### src/rtl/mcs4_bus_master_if.sv
// MCS-4 nibble type and the shared bus bundle between the bus master and the ROM agents.
package mcs4;
    typedef logic [3:0] char_t;
endpackage

interface mcs4_bus_master_if;
    mcs4::char_t dbus_in;
    mcs4::char_t dbus_out;
    logic        sync;
    logic        cm_rom;
    logic        cl_rom;

    modport master (
        input  dbus_in,
        output dbus_out,
        output sync,
        output cm_rom,
        output cl_rom
    );

    modport slave (
        output dbus_in,
        input  dbus_out,
        input  sync,
        input  cm_rom,
        input  cl_rom
    );
endinterface

### src/rtl/mcs4_bus_master.sv
// MCS-4 processor-side bus initiator: 8-phase cycle, PC drive, OPR/OPA fetch, SRC/WRR/RDR ROM I/O.
module mcs4_bus_master #(
    parameter logic [11:0] RESET_PC = 12'h000
) (
    input  logic                clk,
    input  logic                rst,
    mcs4_bus_master_if.master   bus,
    input  logic                run,
    input  logic                pc_load,
    input  logic [11:0]         pc_value,
    input  logic [7:0]          src_addr,
    input  mcs4::char_t         wr_data,
    output logic [11:0]         pc,
    output logic [7:0]          instr,
    output logic                instr_valid,
    output mcs4::char_t         rd_data,
    output logic                rd_valid
);

    typedef enum logic [3:0] {IDLE, A1, A2, A3, M1, M2, X1, X2, X3} phase_t;

    phase_t      phase;
    mcs4::char_t opr_q;
    mcs4::char_t opa_q;
    logic        jump_pend;
    logic [11:0] jump_pc;
    logic        cl_rom_q;

    logic is_src, is_wrr, is_rdr;
    assign is_src = (opr_q == 4'h2) && opa_q[0];
    assign is_wrr = (opr_q == 4'hE) && (opa_q == 4'h2);
    assign is_rdr = (opr_q == 4'hE) && (opa_q == 4'hA);

    always_ff @(posedge clk or posedge rst) begin
        if (rst) begin
            phase       <= IDLE;
            pc          <= RESET_PC;
            opr_q       <= '0;
            opa_q       <= '0;
            instr       <= '0;
            instr_valid <= 1'b0;
            rd_data     <= '0;
            rd_valid    <= 1'b0;
            jump_pend   <= 1'b0;
            jump_pc     <= '0;
            cl_rom_q    <= 1'b1;
        end else begin
            cl_rom_q    <= 1'b0;
            instr_valid <= 1'b0;
            rd_valid    <= 1'b0;
            if (pc_load) begin
                jump_pend <= 1'b1;
                jump_pc   <= pc_value;
            end
            // Later assignments in the case override the pending-jump set above.
            case (phase)
                IDLE: begin
                    if (pc_load)        pc <= pc_value;
                    else if (jump_pend) pc <= jump_pc;
                    jump_pend <= 1'b0;
                    phase     <= run ? A1 : IDLE;
                end
                A1: phase <= A2;
                A2: phase <= A3;
                A3: phase <= M1;
                M1: begin
                    opr_q <= bus.dbus_in;
                    phase <= M2;
                end
                M2: begin
                    opa_q       <= bus.dbus_in;
                    instr       <= {opr_q, bus.dbus_in};
                    instr_valid <= 1'b1;
                    phase       <= X1;
                end
                X1: phase <= X2;
                X2: begin
                    if (is_rdr) begin
                        rd_data  <= bus.dbus_in;
                        rd_valid <= 1'b1;
                    end
                    phase <= X3;
                end
                X3: begin
                    if (pc_load)        pc <= pc_value;
                    else if (jump_pend) pc <= jump_pc;
                    else                pc <= pc + 12'd1;
                    jump_pend <= 1'b0;
                    phase     <= run ? A1 : IDLE;
                end
                default: phase <= IDLE;
            endcase
        end
    end

    always_comb begin
        bus.dbus_out = '0;
        bus.cm_rom   = 1'b0;
        case (phase)
            A1: bus.dbus_out = pc[3:0];
            A2: bus.dbus_out = pc[7:4];
            A3: bus.dbus_out = pc[11:8];
            M2: bus.cm_rom   = (opr_q == 4'hE);
            X2: begin
                if (is_src) begin
                    bus.dbus_out = src_addr[7:4];
                    bus.cm_rom   = 1'b1;
                end else if (is_wrr) begin
                    bus.dbus_out = wr_data;
                end
            end
            X3: if (is_src) bus.dbus_out = src_addr[3:0];
            default: ;
        endcase
    end

    assign bus.sync   = (phase == X3) || (phase == IDLE);
    assign bus.cl_rom = cl_rom_q;

endmodule

### src/flat_wrapper.sv
// flat-port wrapper written by rule: the top's interface ports become plain ports
module mcs4_bus_master_flat 
#(
    parameter logic [11:0] RESET_PC = 12'h000
)
  (clk, rst, run, pc_load, pc_value, src_addr, wr_data, pc, instr, instr_valid, rd_data, rd_valid, bus_dbus_in, bus_dbus_out, bus_sync, bus_cm_rom, bus_cl_rom);
  mcs4_bus_master_if bus_i ();
  input  logic clk;
  input  logic rst;
  input  logic run;
  input  logic pc_load;
  input  logic [11:0] pc_value;
  input  logic [7:0] src_addr;
  input  mcs4::char_t wr_data;
  output logic [11:0] pc;
  output logic [7:0] instr;
  output logic instr_valid;
  output mcs4::char_t rd_data;
  output logic rd_valid;
  input wire logic [$bits(bus_i.dbus_in)-1:0] bus_dbus_in;
  output wire logic [$bits(bus_i.dbus_out)-1:0] bus_dbus_out;
  output wire logic [$bits(bus_i.sync)-1:0] bus_sync;
  output wire logic [$bits(bus_i.cm_rom)-1:0] bus_cm_rom;
  output wire logic [$bits(bus_i.cl_rom)-1:0] bus_cl_rom;
  assign bus_i.dbus_in = bus_dbus_in;
  assign bus_dbus_out = bus_i.dbus_out;
  assign bus_sync = bus_i.sync;
  assign bus_cm_rom = bus_i.cm_rom;
  assign bus_cl_rom = bus_i.cl_rom;
  mcs4_bus_master #(.RESET_PC(RESET_PC)) u_core (.clk(clk), .rst(rst), .bus(bus_i), .run(run), .pc_load(pc_load), .pc_value(pc_value), .src_addr(src_addr), .wr_data(wr_data), .pc(pc), .instr(instr), .instr_valid(instr_valid), .rd_data(rd_data), .rd_valid(rd_valid));
endmodule
### config.mk
export PLATFORM = sky130hd
export DESIGN_NAME = mcs4_bus_master_flat
export DESIGN_NICKNAME = d
export VERILOG_FILES = /design/src/rtl/mcs4_bus_master_if.sv /design/src/rtl/mcs4_bus_master.sv /design/src/flat_wrapper.sv
export SDC_FILE = /design/constraint.sdc
export NUM_CORES = 1
export LEC_CHECK = 0
export ABC_CLOCK_PERIOD_IN_PS = 1900
export CORE_MARGIN = 2
export CORE_UTILIZATION = 35
export DETAILED_ROUTE_END_ITERATION = 8
export PLACE_DENSITY_LB_ADDON = 0.08
export SYNTH_ARGS = -nofsm -noshare
export SYNTH_HDL_FRONTEND = slang
export SYNTH_SLANG_ARGS = --single-unit
export TNS_END_PERCENT = 50
### constraint.sdc
create_clock -name clk -period 1.9 [get_ports clk]
set_input_delay 0.38 -clock clk [delete_from_list [all_inputs] [get_ports clk]]
set_output_delay 0.38 -clock clk [all_outputs]
set_load 0.02 [all_outputs]
======== Word-level counts from Yosys, hierarchy flattened ========
Cells that the tools add are included.
word-level totals
  flip-flop bits (word level) ............. 52
  logic and storage cells ................. 53
cells by class
  add/sub/neg operators ................... 1
  equality and inequality tests ........... 13
  multiplexer cells ....................... 18
  reduce and logical (&&, ||, !) cells .... 10
operator list
  kind                     count
  $mux W12                 4
  $pmux W4 S8              1
  $pmux W12 S2             1
  $pmux W4 S5              1
  $eq A4 B2 Y1 const B     4
  $eq A4 B3 Y1 const B     4
  $add A12 B1 Y12 const B  1
  $eq A4 B4 Y1 const B     3
  $mux W4                  3
  $mux W1                  7
  $eq A4 B1 Y1 const B     1
  $logic_not A4 Y1         1
  $reduce_and A2 Y1        2
  $reduce_bool A2 Y1       2
  $logic_and A1 B1 Y1      3
  $ne A3 B2 Y1 const B     1
  $pmux W1 S2              1
  $reduce_or A2 Y1         1
  $logic_or A1 B1 Y1       1

======== Logic depth before layout (Yosys ltp) ========
Gate-level depths: netlist of run 1.
  word-level depth ........................ 5
  depth in mapped cells ................... 7

======== Worst setup path after synthesis of run 1 ========
No wires, ideal clock.
  path kind ............................... register -> output
  start point ............................. register u_core.phase[1]
  end point ............................... output bus_cm_rom
  arrival time ............................ 1682 ps
  data required time ...................... 1520 ps
  slack ................................... -162 ps
  cell stages (with the launch flop) ...... 7
  cell sequence ........................... dfrtp_1 buf_6 and2b_1 and3b_1 buf_2 inv_1 o21ai_0
between the ends
  longest elaborated chain between the ends .. 2
  elaborated cells on any way between the ends .. 3
  those cells by class .................... eq/ne: 2; mux: 1
ends and longest elaborated chain
  element                 line                   RTL
  start, declared         mcs4_bus_master.sv:22  phase_t phase;
  start signal, assigned  mcs4_bus_master.sv:61  phase <= run ? A1 : IDLE;
  start signal, assigned  mcs4_bus_master.sv:89  phase <= run ? A1 : IDLE;
  $eq A4 B3 Y1            mcs4_bus_master.sv:99  case (phase)
  $pmux W1 S2 *           mcs4_bus_master.sv:99
  end, declared           flat_wrapper.sv:23     output wire logic [$bits(bus_i.cm_rom)-1:0] bus_cm_rom;
Every way passes the cells marked *; elsewhere a longest branch is shown, timed or not.

======== Final worst setup path of run 1 ========
  start point ............................. register u_core.phase[0]
  end point ............................... output bus_dbus_out[2]
between the ends
  longest elaborated chain between the ends .. 2
  elaborated cells on any way between the ends .. 6
  those cells by class .................... eq/ne: 5; mux: 1
ends and longest elaborated chain
  element                               line                   RTL
  $eq A4 B4 Y1 (tied with other cells)  mcs4_bus_master.sv:99
  $pmux W4 S5 *                         mcs4_bus_master.sv:99
  end, declared                         flat_wrapper.sv:21     output wire logic [$bits(bus_i.dbus_out)-1:0] bus_dbus_out;
Marked as above.

==> results.md, run 1 <==
- Area share of the leading cell type in the synthesized netlist: 43.7%
- Clock network power share: about an eighth
- Number of inserted filler cells in the final layout: between 600 and 700
- Inserted Clock Buffers: 5
- DRC violations left: 0
- Syn nets: 291
- Initial Utilization: 36.7%
- #FFs+latches synth: 48
- Met1 routing resource usage after global routing: 24.5%
- Antenna violations before repair: 0
- Ratio of cells with drive above 1 in the final layout: between 30 and 40%
- Global-route wire length before repair: between 10 and 15 mm
- CTS tree: yes
- Setup Viol. Count Final: 6
- Number of warnings issued by yosys: 0
- Overall fraction of global-route tracks in use: 18.0%
- Number of detailed-route iterations in the first pass: 4
- Clock tree skew after final layout: 12.3 ps
- Capturing element type of the critical path: output pin
- Number of violations reported at the end of detailed-routing iteration 0: 138
- Top cells by area, synth: sky130_fd_sc_hd__dfrtp_1 (44%), sky130_fd_sc_hd__mux2_2 (12%), sky130_fd_sc_hd__a22oi_1 (2.2%)
- TritonCTS sink count: 48
- Num ports: 65
- Area used by sequential logic in the layout: 1200 um2
- Internal power: 0.00363 W
- Distinct cell type count after synthesis: 55
- Leading cell type in the layout, fill and taps excluded: sky130_fd_sc_hd__clkdlybuf4s50_1
- Multi-input combinational cell area: 1420 um2
- Worst Path Required: roughly 1500 ps
- Mean instance size in the synthesized netlist: 10.4 um2
- Detail Route Antenna Nets: 0
- Fraction of power spent switching nets: 39.9%
- Final weighted congestion in routability-driven placement: 0.850
- Max Slew Vio Count: 0
- Startpoint kind of the worst setup timing path: flop
- Die footprint: 8400 um2
- GRT met2 Usage: 28.3%
- Crit Path Max Fanout: 5
- Portion of the post-synthesis area used by sequential elements: 44.7%
- Status: complete, but fails checks
- Vias in the first global route: 2,391
- Buffer cell driving the clock tree root: sky130_fd_sc_hd__clkbuf_8
- VDD IR max: 644 uV
- Top Usage Layer GRT: met2
- Total number of vias: 2,394
- Flop pwr share: 26.5%
- Number of antenna repair diodes: 0
- PortBufs: 64
- Static leakage power: 1.70 nW
- GRT overflow: 0
- Number of enable flip-flop cells after synthesis: 0
- PwrDens: 1520 nW/um2
- Leading area contributor after synthesis: sky130_fd_sc_hd__dfrtp_1
- Number of cells produced by synthesis: 258
- Worst hold path type: input pin to async pin
- Vias per Instance: 5.22
- Net count of the finished layout: 392
- Routed Wire Length: roughly 7.4 mm
- Share of total power in combinational logic: 60.6%
- Clock edge transition at the registers on the reported setup and hold paths: 100 ps
- DPL Wire Length: around 5.6 mm
- Data arrival time of the worst path: 1810 ps
- Most frequently used flop master after synthesis: sky130_fd_sc_hd__dfrtp_1
- Core region area: 7330 um2
- Cell Count, Final, Fillers Out: 459
- Path type of the worst setup path: flop to output pin
- Hold bufs inserted after CTS: 0
- Met3 Usage GRT: 4.35%
- Clk Latency, worst-skew pair: approximately 310 ps
- RSZ-0062 raised after global routing: true
- Shortest clock period the worst path allows after layout: 2190 ps
- Highest-count cells in the layout ignoring fill and taps: sky130_fd_sc_hd__clkdlybuf4s50_1 (54), sky130_fd_sc_hd__dfrtp_1 (47), sky130_fd_sc_hd__buf_4 (43)
- Synthesized cell area: 2690 um2
- Number of rows in the core area: 31
- Violated checks: setup timing
- Final Hold Fails: 0
- Die Height: 91.7 um
- Post-synthesis async set-or-reset flop share: 100%
- Setup total negative slack: -1300 ps
- Net switching power figure: 0.00241 W
- Register-to-register setup slack: 30 ps
- Wire length per cell after detailed routing: 16.1 um
- Final Cycle Share: 116%
- Deepest clock path buffer count: 2
- FMAX: 0.456 GHz
- Crit path setup slack, layout: -295 ps
- Deepest level of the CTS H-tree: 2
- Area growth from synthesis to layout: 47.8%
- Place WS: -419 ps
- Pin count of the biggest net entering global routing: 27
- Inst Count DP: 449
- Max-capacitance violation count: 0
- Die Span X: 91.7 um
-- power by group through the flow --
| stage | clock, W | sequential (W) | combinational, W |
|---|---|---|---|
| 2_1_floorplan | 0 | 0.00194 | 0.00158 |
| 3_3_place_gp | 0 | 0.00162 | 0.00343 |
| 3_5_place_dp | 0 | 0.00161 | 0.00345 |
| 4_1_cts | 0.000806 | 0.00159 | 0.00361 |
| 5_1_grt | 0.000852 | 0.00164 | 0.00395 |
| 6_report | 0.000781 | 0.00160 | 0.00366 |
-- cells in the mapped netlist (all sizes together), types with 6 or more instances --
cell	number
clkbuf	7
a22oi	8
nor3	8
o21ai	11
nor2b	6
inv	12
buf	13
a21oi	10
dfrtp	47
mux2	28
nand2	11
nor2	17
-- metrics by stage --
stage	cell area [um2]	power [W]	hold WS [ps]	util, %
3_5_place_dp	3740	0.00506	494	51.0
2_1_floorplan	2700	0.00352	480	-
5_1_grt	3980	0.00644	498	54.2
6_report	3980	0.00604	458	54.2
3_3_place_gp	3740	0.00504	492	51.0
4_1_cts	3920	0.00601	459	53.5
-- cell type report --
type	instances	area share, %
Clock inverter	3	1.20
Tap cell	99	3.12
Timing Repair Buffer	114	26.9
Sequential cell	48	30.2
Clock buffer	5	1.73
Multi-Input combinational cell	178	35.6
Inverter	12	1.20
-- critical path: stages, from the launching register on --
cell and delay [ps]:
sky130_fd_sc_hd__dfrtp_1 400, sky130_fd_sc_hd__and4b_2 290, sky130_fd_sc_hd__and4bb_1 210, sky130_fd_sc_hd__nor2b_4 140
sky130_fd_sc_hd__a221o_1 330, sky130_fd_sc_hd__buf_6 140
-- sequential cells by signal, summed over array words and instances (netlist names) --
name                count
u_core.phase            4
u_core.opr_q            4
u_core.rd_valid         1
u_core.instr            5
u_core.jump_pc         12
u_core.opa_q            3
u_core.pc              12
u_core.rd_data          4
u_core.instr_valid      1
u_core.bus.cl_rom       1
u_core.jump_pend        1
-- what timing repair did --
action                     4_1_cts  5_1_grt
buffers inserted                 1        1
setup endpoints to repair       15       18
gates resized for setup         50       13
pin swaps                        6        3
-- path summary, 6_finish.rpt --
kind / start / to / cells past startpoint
hold / removal: rst / u_core.instr[6]$_DFFE_PP0P_ / 3
setup reg to reg: u_core.phase[1]$_DFF_PP0_ / u_core.pc[5]$_DFFE_PP0P_ / 6
setup / recovery: u_core.phase[0]$_DFF_PP0_ / bus_dbus_out[2] / 5
max in group asynchronous: rst / u_core.pc[0]$_DFFE_PP0P_ / 3
hold reg to reg: u_core.instr[4]$_DFFE_PP0P_ / u_core.instr[4]$_DFFE_PP0P_ / 1
min in group clk: u_core.instr[4]$_DFFE_PP0P_ / u_core.instr[4]$_DFFE_PP0P_ / 1
-- routing by layer --
metal | routed length (um) | vias to the layer above
met2 | 3420 | 90
li1 | - | 1156
met3 | 486 | 8
met4 | 123 | 0
met1 | 3380 | 1140
met5 | 0 | -
-- logic make-up after synthesis --
| group | after synthesis | synth area share [%] |
|---|---|---|
| flip-flops | 48 | 44.7 |
| AND/OR/NAND/NOR | 80 | 18.4 |
| buffers and inverters | 32 | 5.49 |
| XOR/XNOR | 5 | 1.63 |
| multiplexers | 32 | 13.2 |
| AO/OA/AOI/OAI | 59 | 16.0 |
| other | 1 | 0.139 |
| adder cells (fa/ha/maj) | 1 | 0.465 |
No activity file was read; power rests on OpenSTA's default activity.
==> run 2, diff against run 1 <==
CORE_UTILIZATION = 40   (was 35)
SLEW_MARGIN = 10   (was default)
==> results.md, run 2 (same netlist as run 1, synthesis figures left out) <==
- FMAX: 0.456 GHz (about the same)
- TritonCTS sink count: 48 (unchanged)
- Capturing element type of the critical path: output pin (unchanged)
- Leading cell type in the layout, fill and taps excluded: sky130_fd_sc_hd__clkdlybuf4s50_1 (unchanged)
- Largest registers: u_core.jump_pc x12, u_core.pc x12, u_core.instr x5 (unchanged)
- Clock edge transition at the registers on the reported setup and hold paths: 100 ps (about the same)
- Worst hold path type: input pin to async pin (unchanged)
- Die footprint: 7400 um2 (was 8400 um2)
- Area growth from synthesis to layout: 47.9% (was 47.8%)
- Fraction of power spent switching nets: 40.1% (was 39.9%)
- Initial Utilization: 41.9% (was 36.7%)
- Multi-input combinational cell area: 1450 um2 (was 1420 um2)
- Largest incremental delay on the critical path: 390 ps (was 400 ps)
- DPL Wire Length: 5.30 mm (was 5.59 mm)
- Flop pwr share: 26.2% (was 26.5%)
- Clock tree skew after final layout: 7.71 ps (was 12.3 ps)
- Number of violations reported at the end of detailed-routing iteration 0: 92 (was 138)
- Overall fraction of global-route tracks in use: 20.4% (was 18.0%)
- Vias per Instance: 5.45 (was 5.22)
- Reg2reg start: u_core.phase[0]$_DFF_PP0_ (was u_core.phase[1]$_DFF_PP0_)
- Buffer cell driving the clock tree root: sky130_fd_sc_hd__clkbuf_8 (unchanged)
- VDD IR max: 749 uV (was 644 uV)
- Inst Count DP: 425 (was 449)
- Setup total negative slack: -1320 ps (was -1300 ps)
- Max stage delay cell, worst path: sky130_fd_sc_hd__dfrtp_1 (unchanged)
- Ratio of cells with drive above 1 in the final layout: 34.5% (was 32.2%)
- Max-capacitance violation count: 0 (unchanged)
- GRT overflow: 0 (unchanged)
- Number of antenna repair diodes: 0 (unchanged)
- Pin count of the biggest net entering global routing: 49 (was 27)
- Deepest clock path buffer count: 2 (unchanged)
- Number of detailed-route iterations in the first pass: 4 (unchanged)
- Worst hold slack after final layout: 418 ps (was 458 ps)
- Die Span X: 86.0 um (was 91.7 um)
- Max Slew Vio Count: 0 (unchanged)
- DRC violations left: 0 (unchanged)
- Cell Count, Final, Fillers Out: 439 (was 459)
- Dominant delay contributor by cell family on the critical path: simple AND/OR/NAND/NOR gates (unchanged)
- Net count of the finished layout: 394 (was 392)
- Antenna violations before repair: 0 (unchanged)
- PwrDens: 1540 nW/um2 (was 1520 nW/um2)
- Static leakage power: 1.69 nW (was 1.70 nW)
- Num ports: 65 (unchanged)
- Chain of cells forming the critical path: and4b_2 -> and4bb_1 -> nor2b_4 -> a221o_1 -> buf_6 (unchanged)
- Startpoint kind of the worst setup timing path: flop (unchanged)
- Number of inserted filler cells in the final layout: 556 (was 645)
- Core region area: 6420 um2 (was 7330 um2)
- Total power after layout: 0.00611 W (was 0.00604 W)
- Data arrival time of the worst path: 1810 ps (about the same)
- Vias in the first global route: 2,371 (was 2,391)
- Crit Path Max Fanout: 4 (was 5)
- Total number of vias: 2,394 (unchanged)
- CTS tree: yes (unchanged)
- Routed Wire Length: 7.30 mm (was 7.40 mm)
- Wire length per cell after detailed routing: 16.6 um (was 16.1 um)
- Path type of the worst setup path: flop to output pin (unchanged)
- Crit path setup slack, layout: -292 ps (was -295 ps)
- Deepest level of the CTS H-tree: 2 (unchanged)
- Clock network power share: 11.0% (was 12.9%)
- Status: complete, but fails checks (unchanged)
- Source of the critical timing path: u_core.phase[0]$_DFF_PP0_ (unchanged)
- Area used by sequential logic in the layout: 1200 um2 (unchanged)
- Share of total power in combinational logic: 62.7% (was 60.6%)
- Shortest clock period the worst path allows after layout: 2190 ps (about the same)
- Hold bufs inserted after CTS: 0 (unchanged)
- Violated checks: setup timing (unchanged)
- WP buf/inv: 1 (unchanged)
- Worst Path Required: 1520 ps (about the same)
- Die Height: 86.0 um (was 91.7 um)
- Detail Route Antenna Nets: 0 (unchanged)
- Internal power: 0.00366 W (was 0.00363 W)
- Final Hold Fails: 0 (unchanged)
- Highest-count cells in the layout ignoring fill and taps: sky130_fd_sc_hd__clkdlybuf4s50_1 (57), sky130_fd_sc_hd__dfrtp_1 (47), sky130_fd_sc_hd__buf_4 (42) (was sky130_fd_sc_hd__clkdlybuf4s50_1 (54), sky130_fd_sc_hd__dfrtp_1 (47), sky130_fd_sc_hd__buf_4 (43))
- Global-route wire length before repair: 11.9 mm (was 12.1 mm)
- RSZ-0062 raised after global routing: true (unchanged)
- Cell Area, Placed: 3680 um2 (was 3740 um2)
- Number of rows in the core area: 29 (was 31)
- PortBufs: 64 (unchanged)
- Final Cycle Share: 115% (was 116%)
- Final standard cell area without fillers: 3980 um2 (about the same)
- Setup Viol. Count Final: 7 (was 6)
- Final weighted congestion in routability-driven placement: 0.782 (was 0.850)
- Clk Latency, worst-skew pair: 310 ps (about the same)
- Net switching power figure: 0.00245 W (was 0.00241 W)
- Inserted Clock Buffers: 5 (unchanged)
==> run 2: changes by cell type in the layout (fill, tap and decap cells not counted), moves of 2 or more <==
cell,before,now
sky130_fd_sc_hd__a21oi_2,0,3
sky130_fd_sc_hd__o31ai_2,0,2
sky130_fd_sc_hd__clkinv_4,2,0
sky130_fd_sc_hd__clkdlybuf4s50_1,54,57
sky130_fd_sc_hd__o21ai_1,4,2
sky130_fd_sc_hd__o31ai_1,4,2
sky130_fd_sc_hd__a21oi_1,10,7
sky130_fd_sc_hd__buf_6,10,15
sky130_fd_sc_hd__mux2_4,0,3
sky130_fd_sc_hd__dlymetal6s2s_1,4,1
sky130_fd_sc_hd__mux2_2,28,25
==> run 2: final timing paths <==
| check | end | slack, ps | depth (start not counted) |
|---|---|---|---|
| max in group asynchronous | u_core.bus.cl_rom$_DFF_PP1_ | 1190 | 3 |
| hold reg to reg | u_core.instr[4]$_DFFE_PP0P_ | 510 | 1 |
| setup / recovery | bus_dbus_out[0] | -290 | 5 |
| hold / removal | u_core.jump_pc[8]$_DFFE_PP0P_ | 420 | 3 |
| setup reg to reg | u_core.pc[5]$_DFFE_PP0P_ | -10 | 7 |
| min in group clk | u_core.instr[4]$_DFFE_PP0P_ | 510 | 1 |
==> run 2: final cells by class <==
type                    count  area share (%)
multi-input cells         178            36.4
inverters                  12            1.19
repair buffers            116            27.3
flip-flops and latches     48            30.2
clock buffers               6            2.08
clock inverters             2           0.346
well taps                  77            2.42
==> run 2: tightest hold or removal path, cell delays in order <==
cell and delay (ps):
sky130_fd_sc_hd__clkdlybuf4s50_1 410, sky130_fd_sc_hd__inv_2 70, sky130_fd_sc_hd__buf_12 250
==> run 2: power groups by stage <==
stage,sequential [W],combinational [W],clock [W]
4_1_cts,0.00160,0.00373,0.000690
3_3_place_gp,0.00160,0.00344,0
3_5_place_dp,0.00161,0.00347,0
2_1_floorplan,0.00194,0.00158,0
5_1_grt,0.00164,0.00413,0.000734
6_report,0.00160,0.00384,0.000676
==> run 2: stage by stage <==
stage | util, % | worst slack, ps
after detailed placement | 57.4 | -422
after global placement | 57.4 | -387
after CTS | 60.6 | -299
final | 62.0 | -292
after floorplan | - | -8.82
after global routing | 62.0 | -358
==> run 2: layer usage <==
layer  global-route usage (%)  routed length [um]  share of wire (%)  vias to the layer above
met2                     36.0                3630                 50                       65
met5                        0                   0                  0                        -
met4                     3.90                  61               0.84                        0
li1                         -                   -                  -                     1163
met3                     4.14                 376                5.1                        5
met1                     26.0                3240                 44                     1161
==> run 2: timing repair <==
item	CTS	global route
gates resized for setup	56	20
setup buffers	5	3
endpoints found under the setup margin	13	14
pin swaps	7	10
